--- config.mk ---
export PLATFORM = sky130hd
export DESIGN_NAME = dcache_ctrl_flat
export DESIGN_NICKNAME = d
export VERILOG_FILES = /design/src/rtl/dcache_pkg.sv /design/src/rtl/dcache_ctrl_if.sv /design/src/rtl/dcache_array.sv /design/src/rtl/dcache.sv /design/src/flat_wrapper.sv
export SDC_FILE = /design/constraint.sdc
export NUM_CORES = 2
export LEC_CHECK = 0
export ABC_AREA = 0
export BUFFER_PORTS_ARGS = -buffer_cell sky130_fd_sc_hd__buf_2
export CORE_MARGIN = 8
export CORE_UTILIZATION = 50
export CTS_CLUSTER_SIZE = 28
export DETAILED_ROUTE_END_ITERATION = 16
export GPL_TIMING_DRIVEN = 1
export PLACE_DENSITY = 0.78
export SYNTH_ARGS = -nofsm -noshare
export SYNTH_HDL_FRONTEND = slang
export SYNTH_SLANG_ARGS = --single-unit
--- constraint.sdc ---
create_clock -name clk -period 8.2 [get_ports clk]
set_clock_uncertainty 0.1 [all_clocks]
set_input_delay 0.41 -clock clk [delete_from_list [all_inputs] [get_ports clk]]
set_output_delay 0.41 -clock clk [all_outputs]
set_load 0.02 [all_outputs]
--- src/rtl/dcache_pkg.sv ---
// Shared types and address-field helpers for the direct-mapped write-back data cache.
// Field widths below match the default geometry of 32 lines of 4 words.
package dcache_pkg;

    localparam int TAG_W = 8;
    localparam int IDX_W = 5;
    localparam int OFF_W = 2;

    typedef enum logic [2:0] {
        IDLE,
        COMPARE,
        WB,
        ALLOC,
        FILL
    } state_t;

    // Helpers return 16-bit values so callers can size them to their own index width
    function automatic logic [15:0] addr_tag(input logic [15:0] a, input int idx_w);
        return a >> (OFF_W + 1 + idx_w);
    endfunction

    function automatic logic [15:0] addr_idx(input logic [15:0] a, input int idx_w);
        return (a >> (OFF_W + 1)) & ((16'd1 << idx_w) - 16'd1);
    endfunction

    function automatic logic [OFF_W-1:0] addr_word(input logic [15:0] a);
        return a[OFF_W:1];
    endfunction

endpackage

--- src/rtl/dcache_ctrl_if.sv ---
// Pipelined main-memory port between the data cache (master) and memory (slave).
interface dcache_ctrl_if;

    logic        mem_req;
    logic        mem_wr;
    logic [15:0] mem_addr;
    logic [15:0] mem_wdata;
    logic        mem_ready;
    logic        mem_rvalid;
    logic [15:0] mem_rdata;

    modport master (
        output mem_req, mem_wr, mem_addr, mem_wdata,
        input  mem_ready, mem_rvalid, mem_rdata
    );

    modport slave (
        input  mem_req, mem_wr, mem_addr, mem_wdata,
        output mem_ready, mem_rvalid, mem_rdata
    );

endinterface

--- src/rtl/dcache_array.sv ---
// Tag, valid, dirty and data storage for the cache: one combinational read port,
// one full-line write port. Only valid/dirty are reset; data and tags are don't-care when invalid.
module dcache_array
    import dcache_pkg::*;
#(
    parameter int LINES = 32,
    parameter int WORDS = 4,
    parameter int TW    = TAG_W
) (
    input  logic                        clk,
    input  logic                        rst,
    input  logic [$clog2(LINES)-1:0]    rd_idx,
    output logic [TW-1:0]               rd_tag,
    output logic                        rd_valid,
    output logic                        rd_dirty,
    output logic [WORDS-1:0][15:0]      rd_line,
    input  logic                        we,
    input  logic [$clog2(LINES)-1:0]    wr_idx,
    input  logic [TW-1:0]               wr_tag,
    input  logic                        wr_dirty,
    input  logic [WORDS-1:0][15:0]      wr_line
);

    logic [TW-1:0]          tag_mem   [LINES];
    logic [WORDS-1:0][15:0] data_mem  [LINES];
    logic [LINES-1:0]       valid_bits;
    logic [LINES-1:0]       dirty_bits;

    // Every write installs a live line, so valid is set unconditionally on we
    always_ff @(posedge clk) begin
        if (rst) begin
            valid_bits <= '0;
            dirty_bits <= '0;
        end else if (we) begin
            valid_bits[wr_idx] <= 1'b1;
            dirty_bits[wr_idx] <= wr_dirty;
        end
    end

    always_ff @(posedge clk) begin
        if (we && !rst) begin
            tag_mem[wr_idx]  <= wr_tag;
            data_mem[wr_idx] <= wr_line;
        end
    end

    assign rd_tag   = tag_mem[rd_idx];
    assign rd_line  = data_mem[rd_idx];
    assign rd_valid = valid_bits[rd_idx];
    assign rd_dirty = dirty_bits[rd_idx];

endmodule

--- src/rtl/dcache.sv ---
// Direct-mapped, write-back, write-allocate data cache controller: request latch,
// hit/miss FSM, writeback and line-fill sequencing over a pipelined memory port.
module dcache_ctrl
    import dcache_pkg::*;
#(
    parameter int LINES = 32,
    parameter int WORDS = 4
) (
    input  logic          clk,
    input  logic          rst,
    input  logic          rd,
    input  logic          wr,
    input  logic [15:0]   addr,
    input  logic [15:0]   data_in,
    output logic [15:0]   data_out,
    output logic          done,
    output logic          stall,
    output logic          cache_hit,
    output logic          cache_req,
    output logic          err,
    dcache_ctrl_if.master mem
);

    localparam int IW = $clog2(LINES);
    localparam int TW = 16 - IW - OFF_W - 1;

    state_t                 state, next_state;
    logic [TW-1:0]          req_tag;
    logic [IW-1:0]          req_idx;
    logic [OFF_W-1:0]       req_word;
    logic [15:0]            req_data;
    logic                   req_store;
    logic [2:0]             issue_cnt, resp_cnt;
    logic [WORDS-1:0][15:0] fill_buf, fill_line, store_line;
    logic                   err_q;

    logic [TW-1:0]          rd_tag;
    logic                   rd_valid, rd_dirty;
    logic [WORDS-1:0][15:0] rd_line, wr_line;
    logic                   we, wr_dirty;

    logic                   accept, bad_req, hit, issue_fire, rsp_take;
    logic                   mem_req_c, mem_wr_c;
    logic [15:0]            mem_addr_c, mem_wdata_c;

    dcache_array #(.LINES(LINES), .WORDS(WORDS), .TW(TW)) u_array (
        .clk      (clk),
        .rst      (rst),
        .rd_idx   (req_idx),
        .rd_tag   (rd_tag),
        .rd_valid (rd_valid),
        .rd_dirty (rd_dirty),
        .rd_line  (rd_line),
        .we       (we),
        .wr_idx   (req_idx),
        .wr_tag   (req_tag),
        .wr_dirty (wr_dirty),
        .wr_line  (wr_line)
    );

    // Requests are held off during the err pulse so err never coincides with cache_req
    assign accept     = (state == IDLE) && !err_q && (rd ^ wr) && !addr[0];
    assign bad_req    = (state == IDLE) && !err_q && ((rd & wr) | ((rd | wr) & addr[0]));
    assign hit        = rd_valid && (rd_tag == req_tag);
    assign issue_fire = mem_req_c && mem.mem_ready;
    assign rsp_take   = (state == ALLOC) && mem.mem_rvalid && (resp_cnt < issue_cnt);

    always_comb begin
        store_line           = rd_line;
        store_line[req_word] = req_data;
        fill_line            = fill_buf;
        if (req_store) begin
            fill_line[req_word] = req_data;
        end
    end

    always_comb begin
        next_state  = state;
        done        = 1'b0;
        cache_hit   = 1'b0;
        cache_req   = 1'b0;
        data_out    = 16'h0000;
        we          = 1'b0;
        wr_dirty    = 1'b0;
        wr_line     = store_line;
        mem_req_c   = 1'b0;
        mem_wr_c    = 1'b0;
        mem_addr_c  = 16'h0000;
        mem_wdata_c = 16'h0000;
        case (state)
            IDLE: begin
                if (accept) begin
                    cache_req  = 1'b1;
                    next_state = COMPARE;
                end
            end
            COMPARE: begin
                if (hit) begin
                    done       = 1'b1;
                    cache_hit  = 1'b1;
                    next_state = IDLE;
                    if (req_store) begin
                        we       = 1'b1;
                        wr_dirty = 1'b1;
                    end else begin
                        data_out = rd_line[req_word];
                    end
                end else if (rd_valid && rd_dirty) begin
                    next_state = WB;
                end else begin
                    next_state = ALLOC;
                end
            end
            WB: begin
                mem_req_c   = 1'b1;
                mem_wr_c    = 1'b1;
                mem_addr_c  = {rd_tag, req_idx, issue_cnt[1:0], 1'b0};
                mem_wdata_c = rd_line[issue_cnt[1:0]];
                if (mem.mem_ready && issue_cnt == 3'd3) begin
                    next_state = ALLOC;
                end
            end
            ALLOC: begin
                if (issue_cnt < 3'd4) begin
                    mem_req_c  = 1'b1;
                    mem_addr_c = {req_tag, req_idx, issue_cnt[1:0], 1'b0};
                end
                if (rsp_take && resp_cnt == 3'd3) begin
                    next_state = FILL;
                end
            end
            FILL: begin
                we         = 1'b1;
                wr_dirty   = req_store;
                wr_line    = fill_line;
                done       = 1'b1;
                next_state = IDLE;
                if (!req_store) begin
                    data_out = fill_line[req_word];
                end
            end
            default: next_state = IDLE;
        endcase
    end

    // Issue counter is reused by WB then ALLOC, so it wraps to 0 on the last writeback
    always_ff @(posedge clk) begin
        if (rst) begin
            state     <= IDLE;
            err_q     <= 1'b0;
            issue_cnt <= 3'd0;
            resp_cnt  <= 3'd0;
            req_tag   <= '0;
            req_idx   <= '0;
            req_word  <= '0;
            req_data  <= 16'h0000;
            req_store <= 1'b0;
            fill_buf  <= '0;
        end else begin
            state <= next_state;
            err_q <= bad_req;
            if (accept) begin
                req_tag   <= TW'(addr_tag(addr, IW));
                req_idx   <= IW'(addr_idx(addr, IW));
                req_word  <= addr_word(addr);
                req_data  <= data_in;
                req_store <= wr;
            end
            if (issue_fire) begin
                issue_cnt <= (state == WB && issue_cnt == 3'd3) ? 3'd0 : issue_cnt + 3'd1;
            end
            if (rsp_take) begin
                fill_buf[resp_cnt[1:0]] <= mem.mem_rdata;
                resp_cnt                <= resp_cnt + 3'd1;
            end
            if (state == FILL) begin
                issue_cnt <= 3'd0;
                resp_cnt  <= 3'd0;
            end
        end
    end

    assign stall         = (state != IDLE);
    assign err           = err_q;
    assign mem.mem_req   = mem_req_c;
    assign mem.mem_wr    = mem_wr_c;
    assign mem.mem_addr  = mem_addr_c;
    assign mem.mem_wdata = mem_wdata_c;

endmodule
--- src/flat_wrapper.sv ---
// flat-port wrapper written by rule: the top's interface ports become plain ports
module dcache_ctrl_flat import dcache_pkg::*;
#(
    parameter int LINES = 32,
    parameter int WORDS = 4
)
  (clk, rst, rd, wr, addr, data_in, data_out, done, stall, cache_hit, cache_req, err, mem_mem_req, mem_mem_wr, mem_mem_addr, mem_mem_wdata, mem_mem_ready, mem_mem_rvalid, mem_mem_rdata);
  dcache_ctrl_if mem_i ();
  input  logic clk;
  input  logic rst;
  input  logic rd;
  input  logic wr;
  input  logic [15:0] addr;
  input  logic [15:0] data_in;
  output logic [15:0] data_out;
  output logic done;
  output logic stall;
  output logic cache_hit;
  output logic cache_req;
  output logic err;
  output wire logic [$bits(mem_i.mem_req)-1:0] mem_mem_req;
  output wire logic [$bits(mem_i.mem_wr)-1:0] mem_mem_wr;
  output wire logic [$bits(mem_i.mem_addr)-1:0] mem_mem_addr;
  output wire logic [$bits(mem_i.mem_wdata)-1:0] mem_mem_wdata;
  input wire logic [$bits(mem_i.mem_ready)-1:0] mem_mem_ready;
  input wire logic [$bits(mem_i.mem_rvalid)-1:0] mem_mem_rvalid;
  input wire logic [$bits(mem_i.mem_rdata)-1:0] mem_mem_rdata;
  assign mem_mem_req = mem_i.mem_req;
  assign mem_mem_wr = mem_i.mem_wr;
  assign mem_mem_addr = mem_i.mem_addr;
  assign mem_mem_wdata = mem_i.mem_wdata;
  assign mem_i.mem_ready = mem_mem_ready;
  assign mem_i.mem_rvalid = mem_mem_rvalid;
  assign mem_i.mem_rdata = mem_mem_rdata;
  dcache_ctrl #(.LINES(LINES), .WORDS(WORDS)) u_core (.clk(clk), .rst(rst), .rd(rd), .wr(wr), .addr(addr), .data_in(data_in), .data_out(data_out), .done(done), .stall(stall), .cache_hit(cache_hit), .cache_req(cache_req), .err(err), .mem(mem_i));
endmodule
==> metrics.log <==
INFO  metric run_status = complete, no violations
INFO  metric numPortBuffers = 107
INFO  metric unrepaired_setup_endpoints_after_global_routing = false
INFO  metric total_die_area = between 0.2 and 0.25 mm²
INFO  metric final_cell_count_no_fill = between 7000 and 8000
INFO  metric grt_antenna_before_repair = 3
INFO  metric yosys_warnings = 0
INFO  metric first_global_vias = about 52000
INFO  metric route.vias.total = between 50000 and 60000
INFO  metric multi_input_area = 0.0238 mm²
INFO  metric cts_tree = built
INFO  metric chipWidth = roughly 460 µm
INFO  metric drv.max_cap_violation_count = 0
INFO  metric setup_violations = 0
INFO  metric std_cell_rows = roughly 160
INFO  metric critical_path_arrival = 6.36 ns
INFO  metric clkSinkCount = between 2000 and 2500
INFO  metric synth_sequential_area_ratio = 74.4%
INFO  metric postSynth.asyncResetShare = 0%
INFO  metric wl = between 200 and 300 mm
INFO  metric ctsRootBufferMaster = sky130_fd_sc_hd__clkbuf_16
INFO  metric finalCritPeriodShare = 83.8%
INFO  metric worstPathBufferInverterCount = 3
INFO  metric worstRegToRegCells = 13
INFO  metric wl_per_cell = 34.7 µm
INFO  metric power_density = 240 mW/mm²
INFO  metric worstMarginPinSlew = between 1 and 1.5 ns
INFO  metric via_per_inst = 6.76
INFO  metric drt-pass1-iter-count = 8
INFO  metric gpl_congestion = 0.902
INFO  metric initial_core_util = about half
INFO  metric cts-htree-levels = 4
INFO  metric floorplan.io_pins = 109
INFO  metric max_clock_freq = around 150 MHz
INFO  metric number_of_cells_upsized_or_downsized_after_cts = 0
INFO  metric finalCriticalPeriod = 6.87 ns
INFO  metric insertion_delay = between 0.8 and 0.9 ns
INFO  metric nets = about 5000
INFO  metric netlist-cell-type-count = 66
INFO  metric antenna_violating_nets_post_route = 0
INFO  metric cp_common_cell = sky130_fd_sc_hd__mux4_2
INFO  metric critical_path_source_type = flop
INFO  metric drtIter0Drc = 8104
INFO  metric synthesis.nets = between 4000 and 5000
INFO  metric worst-path-stages = 8
INFO  metric cts.path.max_buffers = 3
INFO  metric fillerInstances = between 10000 and 15000
INFO  metric slew_headroom = 9.12%
INFO  metric layout-drive-gt1-share = 28.4%
INFO  metric track_usage = 24.8%
INFO  metric critPathTopFamily = multiplexers
INFO  metric first_pass_grt_wire_length = 378 mm
INFO  metric leakagePower = 33.4 nW
INFO  metric dp_hpwl = 131 mm
INFO  metric synth_flop_cell = sky130_fd_sc_hd__edfxtp_1
INFO  metric cts_post_setup_buffers_inserted = 0
INFO  metric core_area = 0.195 mm²
INFO  metric hold_viol = 0
INFO  metric ys_seq_elements = 2479
INFO  metric post-route-drc-count = 0
INFO  metric slew_violations = 0
INFO  metric layout.cell_area.non_filler = 0.110 mm²
INFO  metric ir_drop = 0.247 mV
INFO  metric setup.worst_path.end = data_out[13]
INFO  metric crit_reg_reg_endpoint = u_core.u_array.data_mem[30][8]$_DFFE_PP_
INFO  metric slowest_delay = 0.87 ns
INFO  metric post_synth_edffs = 2304
INFO  metric overflow = 0
INFO  metric fin_util = 56.3%
INFO  metric worst_path_max_delay_cell = sky130_fd_sc_hd__buf_4
INFO  metric crit_path_end_kind = output pin
INFO  metric crit_fanout = 115
INFO  metric worst-r2r-setup-slack = 2.29 ns
INFO  metric avgSynthCellArea = 20.8 µm²
INFO  metric whs = 0.109 ns
INFO  metric critical_path_class = flop to output pin
INFO  metric chipHeight = 458 µm
INFO  metric cp.required = around 7.7 ns
INFO  metric cts-buffers-inserted = approximately 220
INFO  metric largest_net_degree_at_the_start_of_global_routing = between 150 and 200
INFO  metric area_delta_synth_final = 12.2%
INFO  metric post_synth_instance_area = 0.0977 mm²
INFO  metric place_area = a little over 0.1 mm²
INFO  metric synth_cells = approximately 4700
INFO  metric crit_path_cell_trace = buf_4 -> buf_12 -> mux4_2 -> mux4_2 -> mux2i_1 -> mux4_2 -> o21ai_0 -> buf_2
INFO  metric placed_cells = slightly above 7000
INFO  metric clkTransAtPathRegs = 0.06 ns
INFO  metric hp-class = input port to flop
INFO  metric regArea = between 0.07 and 0.08 mm²
## placed cells by master, fill, tap and decap left out, types with 19 or more instances in the layout
master	instances
sky130_fd_sc_hd__buf_12	32
sky130_fd_sc_hd__inv_1	54
sky130_fd_sc_hd__o21ai_0	61
sky130_fd_sc_hd__clkbuf_1	56
sky130_fd_sc_hd__dlygate4sd3_1	61
sky130_fd_sc_hd__mux4_2	719
sky130_fd_sc_hd__nand3_1	19
sky130_fd_sc_hd__o21ai_1	28
sky130_fd_sc_hd__nor3_2	35
sky130_fd_sc_hd__edfxtp_1	2304
sky130_fd_sc_hd__o21ai_2	62
sky130_fd_sc_hd__nor2_1	42
sky130_fd_sc_hd__mux2_2	28
sky130_fd_sc_hd__mux2i_1	158
sky130_fd_sc_hd__clkinv_1	45
sky130_fd_sc_hd__dfxtp_1	167
sky130_fd_sc_hd__clkbuf_16	221
sky130_fd_sc_hd__buf_4	123
sky130_fd_sc_hd__nand2_1	292
sky130_fd_sc_hd__buf_2	106
sky130_fd_sc_hd__a21oi_1	138
sky130_fd_sc_hd__clkinv_2	39
sky130_fd_sc_hd__a22oi_1	89
## worst min-delay path by stage
stage                                          startpoint  cells past startpoint                                    endpoint
2_1_floorplan   u_core.u_array.valid_bits[0]$_SDFFE_PP0P_                      2   u_core.u_array.valid_bits[0]$_SDFFE_PP0P_
3_3_place_gp   u_core.u_array.valid_bits[13]$_SDFFE_PP0P_                      2  u_core.u_array.valid_bits[13]$_SDFFE_PP0P_
3_5_place_dp             u_core.fill_buf[17]$_SDFFE_PP0P_                      2            u_core.fill_buf[17]$_SDFFE_PP0P_
4_1_cts                                    mem_mem_rvalid                      5                u_core.state[2]$_SDFFE_PP0P_
5_1_grt                                    mem_mem_rvalid                      5                u_core.state[2]$_SDFFE_PP0P_
6_report                                   mem_mem_rvalid                      5                u_core.state[2]$_SDFFE_PP0P_
## Yosys cell counts (16+ instances only)
master | n | area (µm²)
sky130_fd_sc_hd__a21oi_1 | 138 | 691
sky130_fd_sc_hd__a22oi_1 | 89 | 668
sky130_fd_sc_hd__buf_1 | 23 | 86.3
sky130_fd_sc_hd__buf_2 | 77 | 385
sky130_fd_sc_hd__clkbuf_1 | 180 | 676
sky130_fd_sc_hd__dfxtp_1 | 175 | 3500
sky130_fd_sc_hd__edfxtp_1 | 2304 | 69200
sky130_fd_sc_hd__inv_1 | 55 | 206
sky130_fd_sc_hd__mux2_2 | 28 | 315
sky130_fd_sc_hd__mux2i_1 | 158 | 1580
sky130_fd_sc_hd__mux4_2 | 719 | 16200
sky130_fd_sc_hd__nand2_1 | 293 | 1100
sky130_fd_sc_hd__nand3_1 | 19 | 95.1
sky130_fd_sc_hd__nor2_1 | 43 | 161
sky130_fd_sc_hd__nor3_1 | 45 | 225
sky130_fd_sc_hd__o21ai_0 | 122 | 611
sky130_fd_sc_hd__o21ai_2 | 28 | 245
sky130_fd_sc_hd__o32ai_1 | 16 | 140
sky130_fd_sc_hd__o32ai_2 | 17 | 277
## logic make-up after synthesis
logic type | after synthesis | synth area share (%)
AOI/OAI and AO/OA | 472 | 3.22
xor gates and xnor gates | 12 | 0.108
adders and majority gates | 10 | 0.128
buffers and inverters | 356 | 1.56
DFF | 2479 | 74.4
muxes | 905 | 18.5
other | 1 | 0.00384
and+or+nand+nor | 462 | 2.07
## report_power, final
| group | internal (mW) | switching [mW] |
|---|---|---|
| sequential | 14.2 | 0.0655 |
| clock | 5.49 | 4.57 |
| combinational | 0.683 | 1.27 |
| total | 20.4 | 5.91 |
## area by class of cell
type,count,share of cell area [%]
antenna,2,0.00457
clock buffer,284,5.33
clock inverter,118,0.977
inverter,59,0.204
multi-input combinational,1862,21.7
sequential,2479,66.4
tap,2542,2.90
timing repair buffer,323,2.48
## layer usage
metal	vias up	share of wire (%)	track usage [%]
li1	20032	-	-
met1	26855	33	30.7
met2	4178	50	41.9
met3	778	11	5.07
met4	0	6.0	12.3
met5	-	0	0
## flip-flops by register name (all words and copies together) (netlist names), named ones only
| name | flops |
|---|---|
| u_core.req_tag | 8 |
| u_core.req_word | 2 |
| u_core.u_array.tag_mem | 256 |
| u_core.req_data | 16 |
| u_core.req_idx | 5 |
| u_core.u_array.valid_bits | 32 |
| u_core.resp_cnt | 3 |
| u_core.issue_cnt | 3 |
| u_core.u_array.dirty_bits | 32 |
| u_core.req_store | 1 |
| u_core.state | 3 |
| u_core.u_array.data_mem | 2048 |
| u_core.fill_buf | 64 |
| u_core.err | 1 |
## worst reg2reg max path: cells and delay by family, from the launching register on
| family | cells | cell delay (ns) |
|---|---|---|
| AO/OA/AOI/OAI | 3 | 0.99 |
| AND/OR/NAND/NOR | 5 | 1.26 |
| XOR/XNOR | 1 | 0.20 |
| buffers and inverters | 4 | 1.97 |
| flip-flops | 1 | 0.95 |
## stage by stage
step                setup slack [ns]  setup TNS (ns)  power [mW]
global placement                2.37               0        16.4
detailed placement              2.29               0        16.4
global route                    1.01               0        26.9
CTS                             1.34               0        26.3
finish                          1.33               0        26.3
floorplan                     -0.304         -692.51        15.8
## timing repair
action / in CTS / in global routing
hold endpoints to repair: 138 / 0
setup endpoints to repair: 0 / 0
hold buffers: 61 / 0
Power figures use the tool's default switching activity.
